**src/rtl/ristretto_alu_mc.sv**
```systemverilog
// Multi-cycle execute-stage ALU: single-cycle arithmetic/logic, iterative shifter,
// registered result and flags. valid/ready on both sides, kill flushes the in-flight op.
module ristretto_alu_mc #(
    parameter int DataWidth     = 32,
    parameter int ShiftPerCycle = 1
) (
    input  logic                 clk_i,
    input  logic                 rst_i,
    input  logic                 in_valid_i,
    output logic                 in_ready_o,
    input  logic [3:0]           op_i,
    input  logic [DataWidth-1:0] operand_a_i,
    input  logic [DataWidth-1:0] operand_b_i,
    input  logic                 kill_i,
    output logic                 out_valid_o,
    input  logic                 out_ready_i,
    output logic [DataWidth-1:0] result_o,
    output logic                 zero_o,
    output logic                 negative_o,
    output logic                 overflow_o
);

    // Handshake: a transfer happens on a rising edge where valid and ready are both
    // high; the producer holds its payload stable until then, and kill_i outranks both.

    localparam int SW = $clog2(DataWidth);
    localparam logic [SW:0] LP_STEP = (SW+1)'(ShiftPerCycle);

    localparam logic [3:0] OP_ADD  = 4'd0;
    localparam logic [3:0] OP_SUB  = 4'd1;
    localparam logic [3:0] OP_AND  = 4'd2;
    localparam logic [3:0] OP_OR   = 4'd3;
    localparam logic [3:0] OP_XOR  = 4'd4;
    localparam logic [3:0] OP_SLT  = 4'd5;
    localparam logic [3:0] OP_SLTU = 4'd6;
    localparam logic [3:0] OP_SLL  = 4'd7;
    localparam logic [3:0] OP_SRL  = 4'd8;
    localparam logic [3:0] OP_SRA  = 4'd9;

    typedef enum logic [1:0] {
        S_IDLE  = 2'd0,
        S_SHIFT = 2'd1,
        S_DONE  = 2'd2
    } state_t;

    state_t r_state;
    state_t w_state_next;

    logic [DataWidth-1:0] r_acc;
    logic [SW-1:0]        r_rem;
    logic [3:0]           r_kind;
    logic                 r_pend_z;
    logic                 r_pend_n;
    logic                 r_pend_v;

    logic [DataWidth-1:0] w_sum;
    logic [DataWidth-1:0] w_diff;
    logic                 w_lt_s;
    logic                 w_lt_u;
    logic                 w_ovf_add;
    logic                 w_ovf_sub;
    logic [DataWidth-1:0] w_result;
    logic                 w_flag_z;
    logic                 w_flag_n;
    logic                 w_flag_v;
    logic                 w_is_shift;
    logic [SW-1:0]        w_shamt;
    logic                 w_take;
    logic                 w_start_shift;
    logic [SW:0]          w_step;
    logic [SW:0]          w_rem_next;
    logic                 w_shift_last;
    logic [DataWidth-1:0] w_shifted;

    assign w_sum     = operand_a_i + operand_b_i;
    assign w_diff    = operand_a_i - operand_b_i;
    assign w_lt_s    = $signed(operand_a_i) < $signed(operand_b_i);
    assign w_lt_u    = operand_a_i < operand_b_i;
    assign w_ovf_add = (operand_a_i[DataWidth-1] == operand_b_i[DataWidth-1]) &&
                       (w_sum[DataWidth-1] != operand_a_i[DataWidth-1]);
    assign w_ovf_sub = (operand_a_i[DataWidth-1] != operand_b_i[DataWidth-1]) &&
                       (w_diff[DataWidth-1] != operand_a_i[DataWidth-1]);

    assign w_is_shift = (op_i == OP_SLL) || (op_i == OP_SRL) || (op_i == OP_SRA);
    assign w_shamt    = operand_b_i[SW-1:0];

    // Shifts with a zero amount fall through to the PASS_A result.
    always_comb begin
        w_result = operand_a_i;
        case (op_i)
            OP_ADD:  w_result = w_sum;
            OP_SUB:  w_result = w_diff;
            OP_AND:  w_result = operand_a_i & operand_b_i;
            OP_OR:   w_result = operand_a_i | operand_b_i;
            OP_XOR:  w_result = operand_a_i ^ operand_b_i;
            OP_SLT:  w_result = {{(DataWidth-1){1'b0}}, w_lt_s};
            OP_SLTU: w_result = {{(DataWidth-1){1'b0}}, w_lt_u};
            default: w_result = operand_a_i;
        endcase
    end

    assign w_flag_z = (operand_a_i == operand_b_i);
    assign w_flag_n = ((op_i == OP_SLTU) || (op_i == OP_SRL)) ? w_lt_u : w_lt_s;
    assign w_flag_v = (op_i == OP_ADD) ? w_ovf_add :
                      ((op_i == OP_SUB) || (op_i == OP_SLT)) ? w_ovf_sub : 1'b0;

    assign in_ready_o = ~rst_i & ((r_state == S_IDLE) ||
                                  ((r_state == S_DONE) && out_ready_i && ~kill_i));
    assign out_valid_o   = (r_state == S_DONE);
    assign w_take        = in_valid_i & in_ready_o & ~kill_i;
    assign w_start_shift = w_take & w_is_shift & (w_shamt != '0);

    // Each SHIFT cycle moves min(ShiftPerCycle, remaining) bit positions.
    assign w_step       = ({1'b0, r_rem} > LP_STEP) ? LP_STEP : {1'b0, r_rem};
    assign w_rem_next   = {1'b0, r_rem} - w_step;
    assign w_shift_last = (w_rem_next == '0);

    always_comb begin
        w_shifted = r_acc;
        case (r_kind)
            OP_SLL:  w_shifted = r_acc << w_step;
            OP_SRL:  w_shifted = r_acc >> w_step;
            default: w_shifted = $signed(r_acc) >>> w_step;
        endcase
    end

    always_comb begin
        w_state_next = r_state;
        case (r_state)
            S_IDLE: begin
                if (w_take) begin
                    w_state_next = w_start_shift ? S_SHIFT : S_DONE;
                end
            end
            S_SHIFT: begin
                if (w_shift_last) begin
                    w_state_next = S_DONE;
                end
            end
            S_DONE: begin
                if (out_ready_i) begin
                    if (w_take) begin
                        w_state_next = w_start_shift ? S_SHIFT : S_DONE;
                    end else begin
                        w_state_next = S_IDLE;
                    end
                end
            end
            default: w_state_next = S_IDLE;
        endcase
        if (kill_i) begin
            w_state_next = S_IDLE;
        end
    end

    always_ff @(posedge clk_i) begin
        if (rst_i) begin
            r_state <= S_IDLE;
        end else begin
            r_state <= w_state_next;
        end
    end

    // Shift flags wait in r_pend_* so a kill mid-shift leaves the old outputs intact.
    always_ff @(posedge clk_i) begin
        if (rst_i) begin
            r_acc      <= '0;
            r_rem      <= '0;
            r_kind     <= '0;
            r_pend_z   <= 1'b0;
            r_pend_n   <= 1'b0;
            r_pend_v   <= 1'b0;
            result_o   <= '0;
            zero_o     <= 1'b0;
            negative_o <= 1'b0;
            overflow_o <= 1'b0;
        end else if (!kill_i) begin
            if (w_take) begin
                if (w_start_shift) begin
                    r_acc    <= operand_a_i;
                    r_rem    <= w_shamt;
                    r_kind   <= op_i;
                    r_pend_z <= w_flag_z;
                    r_pend_n <= w_flag_n;
                    r_pend_v <= w_flag_v;
                end else begin
                    result_o   <= w_result;
                    zero_o     <= w_flag_z;
                    negative_o <= w_flag_n;
                    overflow_o <= w_flag_v;
                end
            end else if (r_state == S_SHIFT) begin
                r_acc <= w_shifted;
                r_rem <= w_rem_next[SW-1:0];
                if (w_shift_last) begin
                    result_o   <= w_shifted;
                    zero_o     <= r_pend_z;
                    negative_o <= r_pend_n;
                    overflow_o <= r_pend_v;
                end
            end
        end
    end

endmodule

```
**config.mk**
```make
export PLATFORM = sky130hd
export DESIGN_NAME = ristretto_alu_mc
export DESIGN_NICKNAME = d
export VERILOG_FILES = /design/src/rtl/ristretto_alu_mc.sv
export SDC_FILE = /design/constraint.sdc
export NUM_CORES = 1
export LEC_CHECK = 0
export ABC_AREA = 1
export BUFFER_PORTS_ARGS = -buffer_cell sky130_fd_sc_hd__clkbuf_2
export CAP_MARGIN = 20
export CORE_MARGIN = 4
export CORE_UTILIZATION = 50
export DETAILED_ROUTE_END_ITERATION = 6
export GPL_ROUTABILITY_DRIVEN = 1
export PLACE_DENSITY = 0.8
export SLEW_MARGIN = 20
export SYNTH_ARGS = -nofsm -noshare
export SYNTH_HDL_FRONTEND = slang
export SYNTH_SLANG_ARGS = --single-unit
```
**constraint.sdc**
```tcl
create_clock -name clk_i -period 4.2 [get_ports clk_i]
set_input_delay 0 -clock clk_i [delete_from_list [all_inputs] [get_ports clk_i]]
set_output_delay 0 -clock clk_i [all_outputs]
set_load 0.02 [all_outputs]
```
# Word-level counts from Yosys, hierarchy flattened

Cells that the tools add are included.

$add $sub $neg: 3
$lt $le $gt $ge: 3
Eq/ne operators: 23
Shift-type cells: 3
Muxes and demuxes: 34
Bitwise logic cells: 10
Reduce and logical (&&, ||, !) cells: 20

Operator list:

| kind                                                            | number |
|---|---|
| 32-bit 2-to-1 mux                                               | 7 |
| 32-bit one-hot mux with 7 select lines                          | 1 |
| 32-bit less-than comparator                                     | 2 |
| 32-bit one-hot mux with 2 select lines                          | 1 |
| 32-bit adder                                                    | 1 |
| 32-bit bitwise AND                                              | 1 |
| 32-bit == test                                                  | 1 |
| 32-bit OR                                                       | 1 |
| 32-bit by 5-bit << shifter with 32-bit output                   | 1 |
| 32-bit by 5-bit right shift with 32-bit output                  | 1 |
| 32-bit by 5-bit >>> shifter with 32-bit output                  | 1 |
| 32-bit subtractor                                               | 1 |
| 32-bit XOR                                                      | 1 |
| 4-bit by 3-bit == test with 1-bit output, second input constant | 5 |
| 5-bit 2-to-1 mux                                                | 4 |
| 1-bit 2-to-1 mux                                                | 15 |
| 4-bit == test, second input constant                            | 3 |
| 2-bit 2-to-1 mux                                                | 5 |
| 3-bit AND reduction                                             | 3 |
| 4-bit by 2-bit == test with 1-bit output, second input constant | 2 |
| 6-bit zero test                                                 | 1 |
| 2-bit inequality test, second input constant                    | 3 |
| 2-bit one-hot mux with 3 select lines                           | 1 |
| 5-bit by 5-bit subtractor with 6-bit output                     | 1 |
| other kinds (17)                                                | 33 |

Register bits after elaboration: 81
Bits of input ports: 73

# Longest topological paths before layout

Depth after elaboration: 13
Depth in mapped cells: 20

# Worst setup path before layout

OpenSTA, ideal clock, no wires.

Path type: register -> register
Start: reg r_rem[2]
End: reg result_o[23]
Data arrival time: 2041 ps
Data required time: 4081 ps
Setup slack: 2040 ps
Cell stages (with the launch flop): 17
Buffers on the path: 2
Clock period less this slack: 2160 ps
Cell sequence: dfxtp_1 > inv_1 > nand2_2 > nor2_1 > nor2_1 > inv_1 > ha_1 > o31ai_2 > nand2_1 > nor3_2 > nand3_1 > nand2_2 > inv_2 > buf_6 > buf_6 > nor2_2 > a21oi_1

Cells in the longest elaborated chain, start to end: 7
Elaborated cells on any way between the ends: 13
Classes of those cells: 1 x add/sub; 1 x order compare; 3 x shift; 5 x mux; 3 x reduce/logical

Ends and longest elaborated chain:

| what                                                                   | line | source |
|---|---|---|
| start: declaration                                                     | 50   | `logic [SW-1:0] r_rem;` |
| start signal: assignment                                               | 181  | `r_rem <= w_shamt;` |
| start signal: assignment                                               | 194  | `r_rem <= w_rem_next[SW-1:0];` |
| 5-bit by 1-bit > comparator with 1-bit output                          | 114  | `assign w_step = ({1'b0, r_rem} > LP_STEP) ? LP_STEP : {1'b0, r_rem};` |
| 5-bit 2-to-1 mux                                                       | 114  |  |
| 32-bit by 5-bit >>> shifter with 32-bit output (tied with other cells) | 123  | `default: w_shifted = $signed(r_acc) >>> w_step;` |
| 32-bit one-hot mux with 2 select lines                                 | 120  | `case (r_kind)` |
| 32-bit 2-to-1 mux                                                      | 195  | `if (w_shift_last) begin` |
| 32-bit 2-to-1 mux                                                      | 192  | `end else if (r_state == S_SHIFT) begin` |
| 32-bit 2-to-1 mux                                                      | 178  | `if (w_take) begin` |
| end signal: assignment                                                 | 187  | `result_o <= w_result;` |
| end signal: assignment                                                 | 196  | `result_o <= w_shifted;` |
| end: declaration                                                       | 17   | `output logic [DataWidth-1:0] result_o,` |

Several ways; a longest one is shown, not always the timed one. The select of a mux whose other input is x is not followed.
A chain may end at the register's enable or synchronous reset.

# Worst setup path after layout

Start: reg r_rem[3]
End: reg overflow_o

Cells in the longest elaborated chain, start to end: 6

Ends and longest elaborated chain:

| what                                            | line | source |
|---|---|---|
| 5-bit by 1-bit > comparator with 1-bit output   | 114  |  |
| 5-bit 2-to-1 mux                                | 114  |  |
| 5-bit by 5-bit subtractor with 6-bit output (*) | 115  | `assign w_rem_next = {1'b0, r_rem} - w_step;` |
| 6-bit zero test (*)                             | 116  | `assign w_shift_last = (w_rem_next == '0);` |
| 2-bit nonzero test (no source line) (*)         | -    |  |
| 4-bit AND reduction (no source line) (*)        | -    |  |
| end signal: assignment                          | 190  | `overflow_o <= w_flag_v;` |
| end signal: assignment                          | 199  | `overflow_o <= r_pend_v;` |
| end: declaration                                | 20   | `output logic overflow_o` |

Every way passes the cells marked *; elsewhere a longest branch is shown, timed or not.

==> out/metrics.yaml <==
status: "finished, final reports clean"
p_seq_share_pct: 29.8
fin_ws_ns: 0.762
setup-violations-final: 0
finalCritPeriodShare_pct: 81.9
clkLatencyLatePin_ns: 0.35
syn_avg_cell_area_um2: 5.86
rr_worst_depth: 14
worstHoldPathCells: 3
cts_buffers: 9
die_area_mm2: 0.0235
vdd_drop_max_v: 0.000204
setup_tns_ns: 0
path_clk_slew_ns: 0.06
cts_buffer_depth: 2
end_kind: "flip-flop"
critPathMaxFanout: 42
cts_tree: "built"
async_flop_share_pct: 0
htree_levels: 3
clock_power_share_pct: 28.9
dpl.hpwl_um: 30500
synth_common_cells: "nand2_1 (346), inv_1 (245), a21oi_1 (188)"
switchingPower_w: 0.00112
antennaDiodeCount: 0
drt-vias-per-instance: 5.93
yosysMostFrequentCell: "nand2_1"
finalClockSkew_ns: 0.00659
gr-total-overflow: 0
yosys_warnings: 0
via_count: 12600
nets: 2036
grt_first_pass_wirelength_um: 61300
rsz0062_at_grt: "false"
p_int_w: 0.00161
max_freq_mhz: 291
grt_pass1_vias: 11400
drt_wl_total_um: 39100
synth_top_area_cell: "dfxtp_1"
crit_required_ns: 4.43
ys_seq_elements: 81
clockRootBuffer: "clkbuf_16"
antenna_violating_nets_post_route: 0
drc_errors: 0
synth_edf_count: 0
hold_viol: 0
synth.area.top_cells: "dfxtp_1 (15%), ha_1 (14%), nand2_1 (12%), a21oi_1 (8.9%), inv_1 (8.7%)"
syn_nets: 1992
firstDrtPassIters: 6
die_h_um: 153
wire_per_inst_um: 18.4
rows: 52
area_delta_synth_final_pct: 8.05
io_buffers: 109
maxCapViolCount: 0
die_w_um: 153
grt_antenna_before_repair: 0
gp_congestion: 1.03
final_layout_size_suffix_gt1_share_pct: 10.4
synth_top_area_share_pct: 15.3
critical_path.startpoint_type: "flip-flop"
grt_max_degree: 76
swShare_pct: 41.1
tightest_slew_ns: 1.06
fin_crit_ns: 3.44
pre_cts_ws_ns: 0.900
initial_core_util_pct: 51.5
slew_violations: 0
synth_cells: 1803
synthDistinctLibCells: 50
combPwrFrac_pct: 41.2
hold_class: "input port to flip-flop"
drtIter0Drc: 1428
core_mm2: 0.0205
syn_area_mm2: 0.0106
p_leak_nw: 5.74
p_per_area_mw_per_mm2: 239
slew_headroom_pct: 29.2
grt_usage_pct: 31.8
yosysSeqAreaShare_pct: 15.3
critPathArrivalTime_ns: 3.67
synth_top_flop_cell: "dfxtp_1"
worst-setup-path-type: "flip-flop to flip-flop"
io_pins: 110
clock-sinks: 81
[per-stage QoR]
| stage | instances | power [W] | cell area (um^2) | hold WS [ns] | utilization, % |
|---|---|---|---|---|---|
| after floorplan | 1803 | 0.00159 | 10600 | 0.0691 | - |
| after global placement | 2103 | 0.00190 | 11100 | 0.254 | 54.1 |
| after detailed placement | 2103 | 0.00192 | 11100 | 0.264 | 54.1 |
| after CTS | 2121 | 0.00270 | 11400 | 0.00163 | 55.7 |
| after global routing | 2121 | 0.00289 | 11400 | 0.0337 | 55.7 |
| final | 2121 | 0.00273 | 11400 | 0.00451 | 55.7 |
[cells by family (layout without fill, tap and decap cells)]
group / Yosys count / count (layout) / share of synthesized area [%]
compound gates: 493 / 493 / 26.2
fa+ha+maj: 116 / 116 / 13.9
simple gates: 763 / 763 / 31.1
xor+xnor: 1 / 1 / 0.0829
flops: 81 / 81 / 15.4
buf+inv: 349 / 397 / 13.4
[registers in the layout, summed over array words and instances, names as in the netlist]
name,cells
r_acc,32
result_o,32
r_rem,5
r_kind,4
r_state,2
negative_o,1
overflow_o,1
r_pend_n,1
r_pend_v,1
r_pend_z,1
zero_o,1
[critical path, cell delays in order (launching register included)]
cell	delay, ns
dfxtp_1	0.38
inv_1	0.08
nand2_1	0.10
nor2_1	0.08
nor2_1	0.13
inv_1	0.06
ha_1	0.23
o31ai_2	0.26
nand2_1	0.13
nor3_2	0.26
nand3_1	0.14
nand2_2	0.59
inv_2	0.49
a21oi_1	0.30
a21oi_2	0.09
[layout by cell type, fill, tap and decap left out, types with 14 or more instances in the layout]
cell	synthesis	final
nor2_1	180	180
nand3_1	146	146
a221oi_1	17	17
o21ai_0	178	178
clkbuf_2	4	109
ha_1	114	114
a21oi_1	188	188
dfxtp_1	81	81
o22ai_1	29	29
inv_2	14	14
nor3_1	17	17
nand4_1	18	18
inv_1	245	245
nor2_2	14	14
nand2_1	346	346
[power by group through the flow]
stage	Combinational, W	Clock (W)	Sequential (W)
floorplan	0.000739	0	0.000847
global placement	0.00107	0	0.000830
detailed placement	0.00109	0	0.000830
CTS	0.00110	0.000795	0.000814
global route	0.00124	0.000830	0.000816
finish	0.00113	0.000790	0.000815
[layer usage]
layer	track usage (%)	routed length, um
met4	12.0	1740
met3	4.38	3560
met5	0	0
met2	49.9	17100
met1	44.3	16700
[what timing repair did]
| item | in CTS | in global routing |
|---|---|---|
| hold endpoints to repair | 5 | 0 |
| gates resized for setup | 0 | 0 |
| hold buffers | 3 | 0 |
| setup endpoints to repair | 0 | 0 |
| setup buffers | 0 | 0 |
[final cells by class]
type,instances,area (um^2)
sequential,81,1620
fill,2120,9080
clock inverter,5,56.3
inverter,260,976
multi-input combinational,1373,7530
tap,270,338
timing repair buffer,122,651
clock buffer,10,239
[worst paths after layout]
path / start / endpoint / slack (ns)
setup / recovery: r_rem[3] / overflow_o / 0.76
hold / removal: operand_b_i[0] / r_rem[0] / 0.005
setup reg to reg: r_rem[3] / overflow_o / 0.76
hold reg to reg: r_pend_v / r_pend_v / 0.46
(Power assumes the default switching activity.)
